`src/rtl/regfile_multi.sv`:
```
// Parametrised 2-write / 2-read register file with registered, stallable read
// ports and per-register dirty flags. Define REGFILE_MULTI_BYPASS_EN to forward
// same-edge writes into the read registers.
module regfile_multi #(
  parameter int DATA_W   = 32,
  parameter int NUM_REGS = 8,
  parameter int ADDR_W   = 4
) (
  input  logic                       clock,
  input  logic                       reset,
  input  logic [ADDR_W-1:0]          dstE,
  input  logic [DATA_W-1:0]          valE,
  input  logic [ADDR_W-1:0]          dstM,
  input  logic [DATA_W-1:0]          valM,
  input  logic [ADDR_W-1:0]          rA,
  input  logic [ADDR_W-1:0]          rB,
  input  logic                       stall,
  input  logic                       clr_dirty,
  output logic [DATA_W-1:0]          valA,
  output logic [DATA_W-1:0]          valB,
  output logic                       validA,
  output logic                       validB,
  output logic [NUM_REGS-1:0]        dirty,
  output logic [NUM_REGS*DATA_W-1:0] regs_flat
);

  // The all-ones ID is reserved as "no register", so it must never index storage.
  if (NUM_REGS < 2 || NUM_REGS >= (1 << ADDR_W)) begin : g_bad_cfg
    $error("regfile_multi: NUM_REGS must be in 2..(2**ADDR_W)-1");
  end

  localparam logic [ADDR_W-1:0] NUM_REGS_A = ADDR_W'(NUM_REGS);

  logic [DATA_W-1:0]   regs_q [NUM_REGS];
  logic [DATA_W-1:0]   regs_d [NUM_REGS];
  logic [NUM_REGS-1:0] dirty_q, dirty_d;
  logic [DATA_W-1:0]   valA_q, valA_d, valB_q, valB_d;
  logic                validA_q, validA_d, validB_q, validB_d;
  logic [DATA_W-1:0]   rd_a, rd_b;
  logic                we_e, we_m;

  assign we_e = (dstE < NUM_REGS_A);
  assign we_m = (dstM < NUM_REGS_A);

  // Port M is applied after port E so it wins a collision with a single write.
  always_comb begin
    regs_d  = regs_q;
    dirty_d = clr_dirty ? '0 : dirty_q;
    for (int i = 0; i < NUM_REGS; i++) begin
      if (we_e && dstE == ADDR_W'(i)) begin
        regs_d[i]  = valE;
        dirty_d[i] = 1'b1;
      end
    end
    for (int i = 0; i < NUM_REGS; i++) begin
      if (we_m && dstM == ADDR_W'(i)) begin
        regs_d[i]  = valM;
        dirty_d[i] = 1'b1;
      end
    end
  end

  always_comb begin
    rd_a = '0;
    rd_b = '0;
    for (int i = 0; i < NUM_REGS; i++) begin
      if (rA == ADDR_W'(i)) rd_a = regs_q[i];
      if (rB == ADDR_W'(i)) rd_b = regs_q[i];
    end
`ifdef REGFILE_MULTI_BYPASS_EN
    if (we_e && rA == dstE) rd_a = valE;
    if (we_m && rA == dstM) rd_a = valM;
    if (we_e && rB == dstE) rd_b = valE;
    if (we_m && rB == dstM) rd_b = valM;
`endif
  end

  always_comb begin
    valA_d   = stall ? valA_q   : rd_a;
    valB_d   = stall ? valB_q   : rd_b;
    validA_d = stall ? validA_q : (rA < NUM_REGS_A);
    validB_d = stall ? validB_q : (rB < NUM_REGS_A);
  end

  always_ff @(posedge clock or posedge reset) begin
    if (reset) begin
      for (int i = 0; i < NUM_REGS; i++) regs_q[i] <= '0;
      dirty_q  <= '0;
      valA_q   <= '0;
      valB_q   <= '0;
      validA_q <= 1'b0;
      validB_q <= 1'b0;
    end else begin
      for (int i = 0; i < NUM_REGS; i++) regs_q[i] <= regs_d[i];
      dirty_q  <= dirty_d;
      valA_q   <= valA_d;
      valB_q   <= valB_d;
      validA_q <= validA_d;
      validB_q <= validB_d;
    end
  end

  for (genvar g = 0; g < NUM_REGS; g++) begin : g_flat
    assign regs_flat[g*DATA_W +: DATA_W] = regs_q[g];
  end

  assign valA   = valA_q;
  assign valB   = valB_q;
  assign validA = validA_q;
  assign validB = validB_q;
  assign dirty  = dirty_q;

endmodule

```
`config.mk`:
```
export PLATFORM = sky130hd
export DESIGN_NAME = regfile_multi
export DESIGN_NICKNAME = d
export VERILOG_FILES = /design/src/rtl/regfile_multi.sv
export SDC_FILE = /design/constraint.sdc
export NUM_CORES = 1
export LEC_CHECK = 0
export BUFFER_PORTS_ARGS = -buffer_cell sky130_fd_sc_hd__buf_4
export CAP_MARGIN = 20
export CELL_PAD_IN_SITES_DETAIL_PLACEMENT = 1
export CELL_PAD_IN_SITES_GLOBAL_PLACEMENT = 1
export CORE_MARGIN = 4
export CORE_UTILIZATION = 40
export DETAILED_ROUTE_END_ITERATION = 6
export HOLD_SLACK_MARGIN = 0.15
export PLACE_DENSITY_LB_ADDON = 0.1
export SYNTH_ARGS = -nofsm -noshare
export SYNTH_HDL_FRONTEND = slang
export SYNTH_SLANG_ARGS = --single-unit
```
`constraint.sdc`:
```
create_clock -name clock -period 22 [get_ports clock]
set_clock_uncertainty 0.15 [all_clocks]
set_input_delay 4.4 -clock clock [delete_from_list [all_inputs] [get_ports clock]]
set_output_delay 4.4 -clock clock [all_outputs]
set_load 0.03 [all_outputs]
```
==> flow_summary.ini, run 1 <==
[run_status]
run_status = finished, final reports clean

[clock_tree]
cts_htree_levels = 2
cts-root-buf = clkbuf_16
cts_made_buffers = 41
clock_insertion_delay_worst_skew_ns = 0.58
cts-hold-fix-buffers = 0
ctsResizeCount = 0
clk_path_buf_depth = 3
clkSlewWorstSetupHoldPaths_ns = 0.06
post-cts-setup-buffers = 0
tritoncts = yes
cts_num_sinks = 330

[final_layout]
postLayoutCellArea_mm2 = 0.02357
diodes = 0
fill_cell_count = 5246
leading_cell_type_in_the_layout_fill_and_taps_excluded = buf_4
finish.net_count = 2312
finish.utilization = 0.5031
layout_overhead_on_the_synthesized_area_pct = 23.49
layout_common_cells = 440 x buf_4, 330 x dfrtp_1, 301 x mux2i_1
share_of_layout_cells_above_drive_strength_1 = 0.2653

[worst_setup_path]
worstPathBufferInverterCount = 6
worst_setup_path_start_kind = input port
critPathMaxStageDelay_ns = 0.84
crit_top_cell = buf_4
setup.worst_path.start = reset
ff2ff_path_depth = 4
timing.rr.end = valA[4]
rr_startpoint = regs_flat[100]
timing.critical_path.slowest_stage_cell = buf_4
timing.critical_path.to_type = async pin
r2r_slack_ns = 20.37
worstPathMaxFanout = 131
worst_ep_required_time_ns = 22.58
cell_class_contributing_the_biggest_share_of_worst_path_delay = buffers and inverters
critPathKind = in2async
worstPathCellList = buf_4 > inv_8 > buf_4 > buf_4 > buf_4 > buf_16
cp.arrival_ns = 7.73

[hold_path]
hold_path.class = reg2reg
timing.hold.worst_endpoint = validB
hold_path.startpoint = validB
worstHoldPathCells = 2

[timing]
max_freq_mhz = 139.9
worst_pin_slew_ns = 1.117
rsz0062_at_grt = false
finalMaxSlewViolations = 0
setup-tns-final_ns = 0
final.min_clock_period_ns = 7.146
final.period_utilization = 0.3248
hold_violations = 0
maxSlewHeadroom = 0.2536
setup_viol = 0

[routing]
detail_route.iter0.violations = 2013
vias = 18380
detail_route.drc_violations = 0
drt_wl_total_um = 90100
first_pass_iteration_count_of_the_detailed_router = 5
ant_nets = 0
route.detailed.vias_per_inst = 6.417
routed_wire_length_per_instance_um = 31.45

[yosys]
synthesis_warning_total = 0
syn_inst = 1982
post-synth-top-area-cell = dfrtp_1
synth_enable_flop_cells = 0
syn-num-nets = 2066
post_synth_instance_area_mm2 = 0.01909
netlist-cell-type-count = 56
synth_async_sr_flop_share = 1.000
synth_seq_area_share = 0.4326
synth_largest_type_area_fraction = 0.4326
postSynth.topFlopCell = dfrtp_1
synth-seq-cells = 330
synth_area_per_cell_um2 = 9.630
synth.top_cells.by_area = dfrtp_1 43%, mux2i_1 16%, nand2_1 5.7%, o21ai_1 3.4%, mux4_2 3.1%

[global_routing]
grt_first_pass_wirelength_um = 131300
grt_most_used_layer = met2
global_route.usage.met2 = 0.5574
grt_util_met3 = 0.07172
grt_pass1_vias = 19400
grt_use_met1 = 0.4559
grt_start_max_net_pins = 132
globalRoute.totalOverflow = 0
track_usage = 0.3429
initial_antenna_violation_count = 3

[pwr]
leakagePower_nw = 9.834
power.share.sequential = 0.375
power.switching_fraction = 0.3979
power-per-cell-area_mw_per_mm2 = 103.8
share_comb_of_total_power = 0.331
p_int_mw = 1.473
power_switching_mw = 0.9733
ir_worst_vdd_mv = 0.06362
proportion_of_power_drawn_by_the_clock_network = 0.294

[floorplan]
die_w_um = 226.4
floorplan.initialDensity = 0.4074
rows = 79
boundaryPins = 414
die_height_um = 226.4
core-area_mm2 = 0.04685
fp.dieArea_mm2 = 0.05128

[placed_design]
dpl-instance-area_mm2 = 0.02213
dpl.hpwl_um = 56070
routabilityCongestion = 0.8346
buffer_ports.inserted = 413

[run]
drv.max_cap_violation_count = 0
power groups by stage:
| stage | combinational (mW) | clock, mW | sequential [mW] |
|---|---|---|---|
| 2_1_floorplan | 0.263 | 0 | 1.08 |
| 3_3_place_gp | 0.788 | 0 | 0.916 |
| 3_5_place_dp | 0.809 | 0 | 0.918 |
| 4_1_cts | 0.811 | 0.726 | 0.910 |
| 5_1_grt | 0.859 | 0.750 | 0.928 |
| 6_report | 0.810 | 0.720 | 0.916 |
layer usage:
metal / share of wire / vias up
met1: 0.41 / 9509
li1: - / 7680
met5: 0.00030 / -
met4: 0.037 / 4
met2: 0.47 / 973
met3: 0.085 / 218
cell families (layout without fill, tap and decap cells):
family,Yosys count,in the layout,synth area share
flip-flops,330,330,0.4326
multiplexers,354,354,0.2045
AO/OA/AOI/OAI,586,586,0.1890
AND/OR/NAND/NOR,461,461,0.1093
buffers and inverters,251,527,0.06463
worst max-delay path by stage:
| stage | endpoint | slack (ns) | depth (start not counted) |
|---|---|---|---|
| 2_1_floorplan | dirty[0] | 8.31 | 1 |
| 3_3_place_gp | regs_flat[120] | 13.82 | 5 |
| 3_5_place_dp | regs_flat[120] | 13.78 | 5 |
| 4_1_cts | regs_flat[24] | 14.40 | 5 |
| 5_1_grt | regs_flat[248] | 14.40 | 6 |
| 6_report | regs_flat[248] | 14.85 | 6 |
synth_stat cells (22+ instances only):
master,count
a211oi_1,27
a21oi_1,82
a31oi_1,31
and3_1,22
buf_1,32
buf_2,38
buf_6,22
clkbuf_1,126
dfrtp_1,330
mux2_2,27
mux2i_1,301
mux4_2,26
nand2_1,288
nand2b_1,22
nor2_1,66
o21ai_0,117
o21ai_1,131
o221ai_1,22
o22ai_1,47
tightest hold or removal path, stage by stage, from the launching register on:
cell and delay, ns:
dfrtp_1 0.36, nand2_1 0.06, o21ai_0 0.06
per-stage QoR:
step	worst slack (ns)	hold WS [ns]	cells	total power [mW]
finish	14.85	0.3608	2865	2.446
floorplan	8.310	0.5040	1982	1.344
CTS	14.40	0.3637	2864	2.448
global placement	13.82	0.3514	2790	1.704
detailed placement	13.78	0.3439	2791	1.727
global route	14.40	0.4003	2865	2.537
final cells by class:
class	instances	area (um2)	area share
flip-flops and latches	330	8258	0.3504
repair buffers	442	3358	0.1425
clock buffers	61	1244	0.05277
inverters	12	53.80	0.002283
clock inverters	12	166.4	0.007060
well taps	607	759.5	0.03222
multi-input cells	1401	9731	0.4128
registers in the layout, indices dropped and copies added (netlist names):
register	flops
valB	32
valA	32
validB	1
validA	1
dirty	8
regs_flat	256
(Power assumes the default switching activity.)
==> run 2: changes to the inputs <==
--- a/config.mk
+++ b/config.mk
@@ -5,12 +5,13 @@
 export SDC_FILE = /design/constraint.sdc
 export NUM_CORES = 1
 export LEC_CHECK = 0
+export ABC_AREA = 1
 export BUFFER_PORTS_ARGS = -buffer_cell sky130_fd_sc_hd__buf_4
 export CAP_MARGIN = 20
 export CELL_PAD_IN_SITES_DETAIL_PLACEMENT = 1
 export CELL_PAD_IN_SITES_GLOBAL_PLACEMENT = 1
 export CORE_MARGIN = 4
-export CORE_UTILIZATION = 40
+export CORE_UTILIZATION = 35
 export DETAILED_ROUTE_END_ITERATION = 6
 export HOLD_SLACK_MARGIN = 0.15
 export PLACE_DENSITY_LB_ADDON = 0.1
==> constraint.sdc (replaced) <==
create_clock -name clock -period 5.8 [get_ports clock]
set_clock_uncertainty 0.15 [all_clocks]
set_input_delay 1.16 -clock clock [delete_from_list [all_inputs] [get_ports clock]]
set_output_delay 1.16 -clock clock [all_outputs]
set_load 0.03 [all_outputs]
==> flow_summary.ini, run 2 <==
[run_status]
run_status = finished, final reports clean

[routing]
ant_nets = 0
detail_route.iter0.violations = 2334
route.detailed.vias_per_inst = 5.851
dr.max_layer_used = met5
routed_wire_length_per_instance_um = 27.24
detail_route.wirelength.met1_um = 44390
routed-wl-met3_um = 9892
detail_route.drc_violations = 0
drt_wl_total_um = 98180
first_pass_iteration_count_of_the_detailed_router = 6
vias = 21090
met2_length_um = 41170

[clock_tree]
cts-root-buf = clkbuf_16
cts-hold-fix-buffers = 0
tritoncts = yes
clock_insertion_delay_worst_skew_ns = 0.57
cts_num_sinks = 330
clk_path_buf_depth = 3
post-cts-setup-buffers = 0
cts_htree_levels = 2
ctsResizeCount = 0
clkSlewWorstSetupHoldPaths_ns = 0.06
cts_made_buffers = 41

[timing]
timing.final.ws_setup_ns = 2.676
final.min_clock_period_ns = 3.124
maxSlewHeadroom = 0.2766
worst_pin_slew_ns = 1.083
setup-tns-final_ns = 0
max_freq_mhz = 320.1
finalMaxSlewViolations = 0
hold_violations = 0
rsz0062_at_grt = false
setup_viol = 0
final.period_utilization = 0.5386

[yosys]
netlist-cell-type-count = 24
synth-seq-cells = 330
synth_area_per_cell_um2 = 7.063
syn_inst = 2582
synth_largest_type_area_fraction = 0.4528
synthesis_warning_total = 0
synth_most_common_cell = nand2_1
synth_seq_area_share = 0.4528
synth.top_cells.by_area = dfrtp_1 45%, nand2_1 14%, o21ai_0 14%, nand3_1 7.5%, nor2_1 4.5%
synth_enable_flop_cells = 0
post_synth_instance_area_mm2 = 0.01824
synthTopCellsByCount = 695 x nand2_1, 502 x o21ai_0, 330 x dfrtp_1
syn-num-nets = 2666
post-synth-top-area-cell = dfrtp_1
synth_async_sr_flop_share = 1.000
postSynth.topFlopCell = dfrtp_1

[pwr]
power.share.sequential = 0.381
ir_worst_vdd_mv = 0.2116
power-per-cell-area_mw_per_mm2 = 378.0
power_switching_mw = 3.638
power.switching_fraction = 0.4130
power.total_mw = 8.808
proportion_of_power_drawn_by_the_clock_network = 0.294
share_comb_of_total_power = 0.325
p_int_mw = 5.170
leakagePower_nw = 11.69

[worst_setup_path]
worstPathMaxFanout = 32
worst_setup_path_start_kind = input port
timing.critical_path.to_type = register
cp.arrival_ns = 3.48
critPathKind = in2reg
worst_ep_required_time_ns = 6.15

[floorplan]
die_w_um = 236.3
die_height_um = 236.3
core-area_mm2 = 0.05141
boundaryPins = 414
floorplan.initialDensity = 0.3548
rows = 83
fp.dieArea_mm2 = 0.05582

[final_layout]
leading_cell_type_in_the_layout_fill_and_taps_excluded = nand2_1
postLayoutCellArea_mm2 = 0.02330
largest_reg_flops = 256
share_of_layout_cells_above_drive_strength_1 = 0.1869
finish.utilization = 0.4533
layout_overhead_on_the_synthesized_area_pct = 27.78
layout_common_cells = 695 x nand2_1, 502 x o21ai_0, 450 x buf_4
finish.net_count = 2977

[placed_design]
dpl-instance-area_mm2 = 0.02195
buffer_ports.inserted = 413
dpl.hpwl_um = 69730
routabilityCongestion = 0.9496
dpl_worst_slack_ns = 2.109

[global_routing]
globalRoute.totalOverflow = 0
grt_pass1_vias = 21020
grt_first_pass_wirelength_um = 144400
track_usage = 0.3395
grt_start_max_net_pins = 120
initial_antenna_violation_count = 6

[hold_path]
hold_path.class = reg2reg

[run]
drv.max_cap_violation_count = 0
## run 2: final cells by class
type | count | area (um2)
antenna | 3 | 7.507
clock buffer | 67 | 1306
clock inverter | 4 | 23.77
fill | 6407 | 28100
inverter | 166 | 626.9
multi-input combinational | 1900 | 8781
sequential | 330 | 8258
tap | 680 | 850.8
timing repair buffer | 454 | 3450
## run 2: per-stage QoR
| step | instances | hold slack, ns |
|---|---|---|
| floorplan | 2582 | 0.5003 |
| global placement | 3529 | 0.3144 |
| detailed placement | 3529 | 0.3185 |
| CTS | 3600 | 0.3330 |
| global route | 3602 | 0.3602 |
| finish | 3604 | 0.3270 |
## run 2: routing by layer
metal	global-route usage	vias to the layer above
met5	0	-
met3	0.09377	140
met2	0.4861	954
met1	0.5037	10730
li1	-	9260
met4	0.09218	4
## run 2: cells by family (layout without fill, tap and decap cells)
group,count (synthesis),in the layout,share of synthesized area
AND/OR/NAND/NOR,1262,1262,0.2898
AO/OA/AOI/OAI,638,638,0.1838
buffers and inverters,352,691,0.07361
other,0,3,0
flip-flops,330,330,0.4528
## run 2: critical path: stages
cell and delay (ns):
buf_4 0.11, nor2_1 0.66, nand3_2 0.85, o21ai_0 0.41, o21ai_0 0.14, nand2_1 0.10
## run 2: power groups by stage
stage                     logic (mW)  clock network [mW]  registers, mW
final                           2.86                2.59           3.36
after global routing            3.04                2.71           3.41
after CTS                       2.86                2.62           3.34
after detailed placement        2.85                   0           3.37
after global placement          2.79                   0           3.36
after floorplan                0.692                   0           4.03
## run 2: final timing paths
check,from,end,slack [ns],cells past startpoint
setup / recovery,dstE[3],regs_flat[216],2.68,6
hold / removal,valB[26],valB[26],0.33,2
setup reg to reg,regs_flat[38],valB[6],4.01,6
hold reg to reg,valB[26],valB[26],0.33,2
max in group asynchronous,reset,regs_flat[49],3.77,3
min in group asynchronous,reset,valA[2],0.57,2
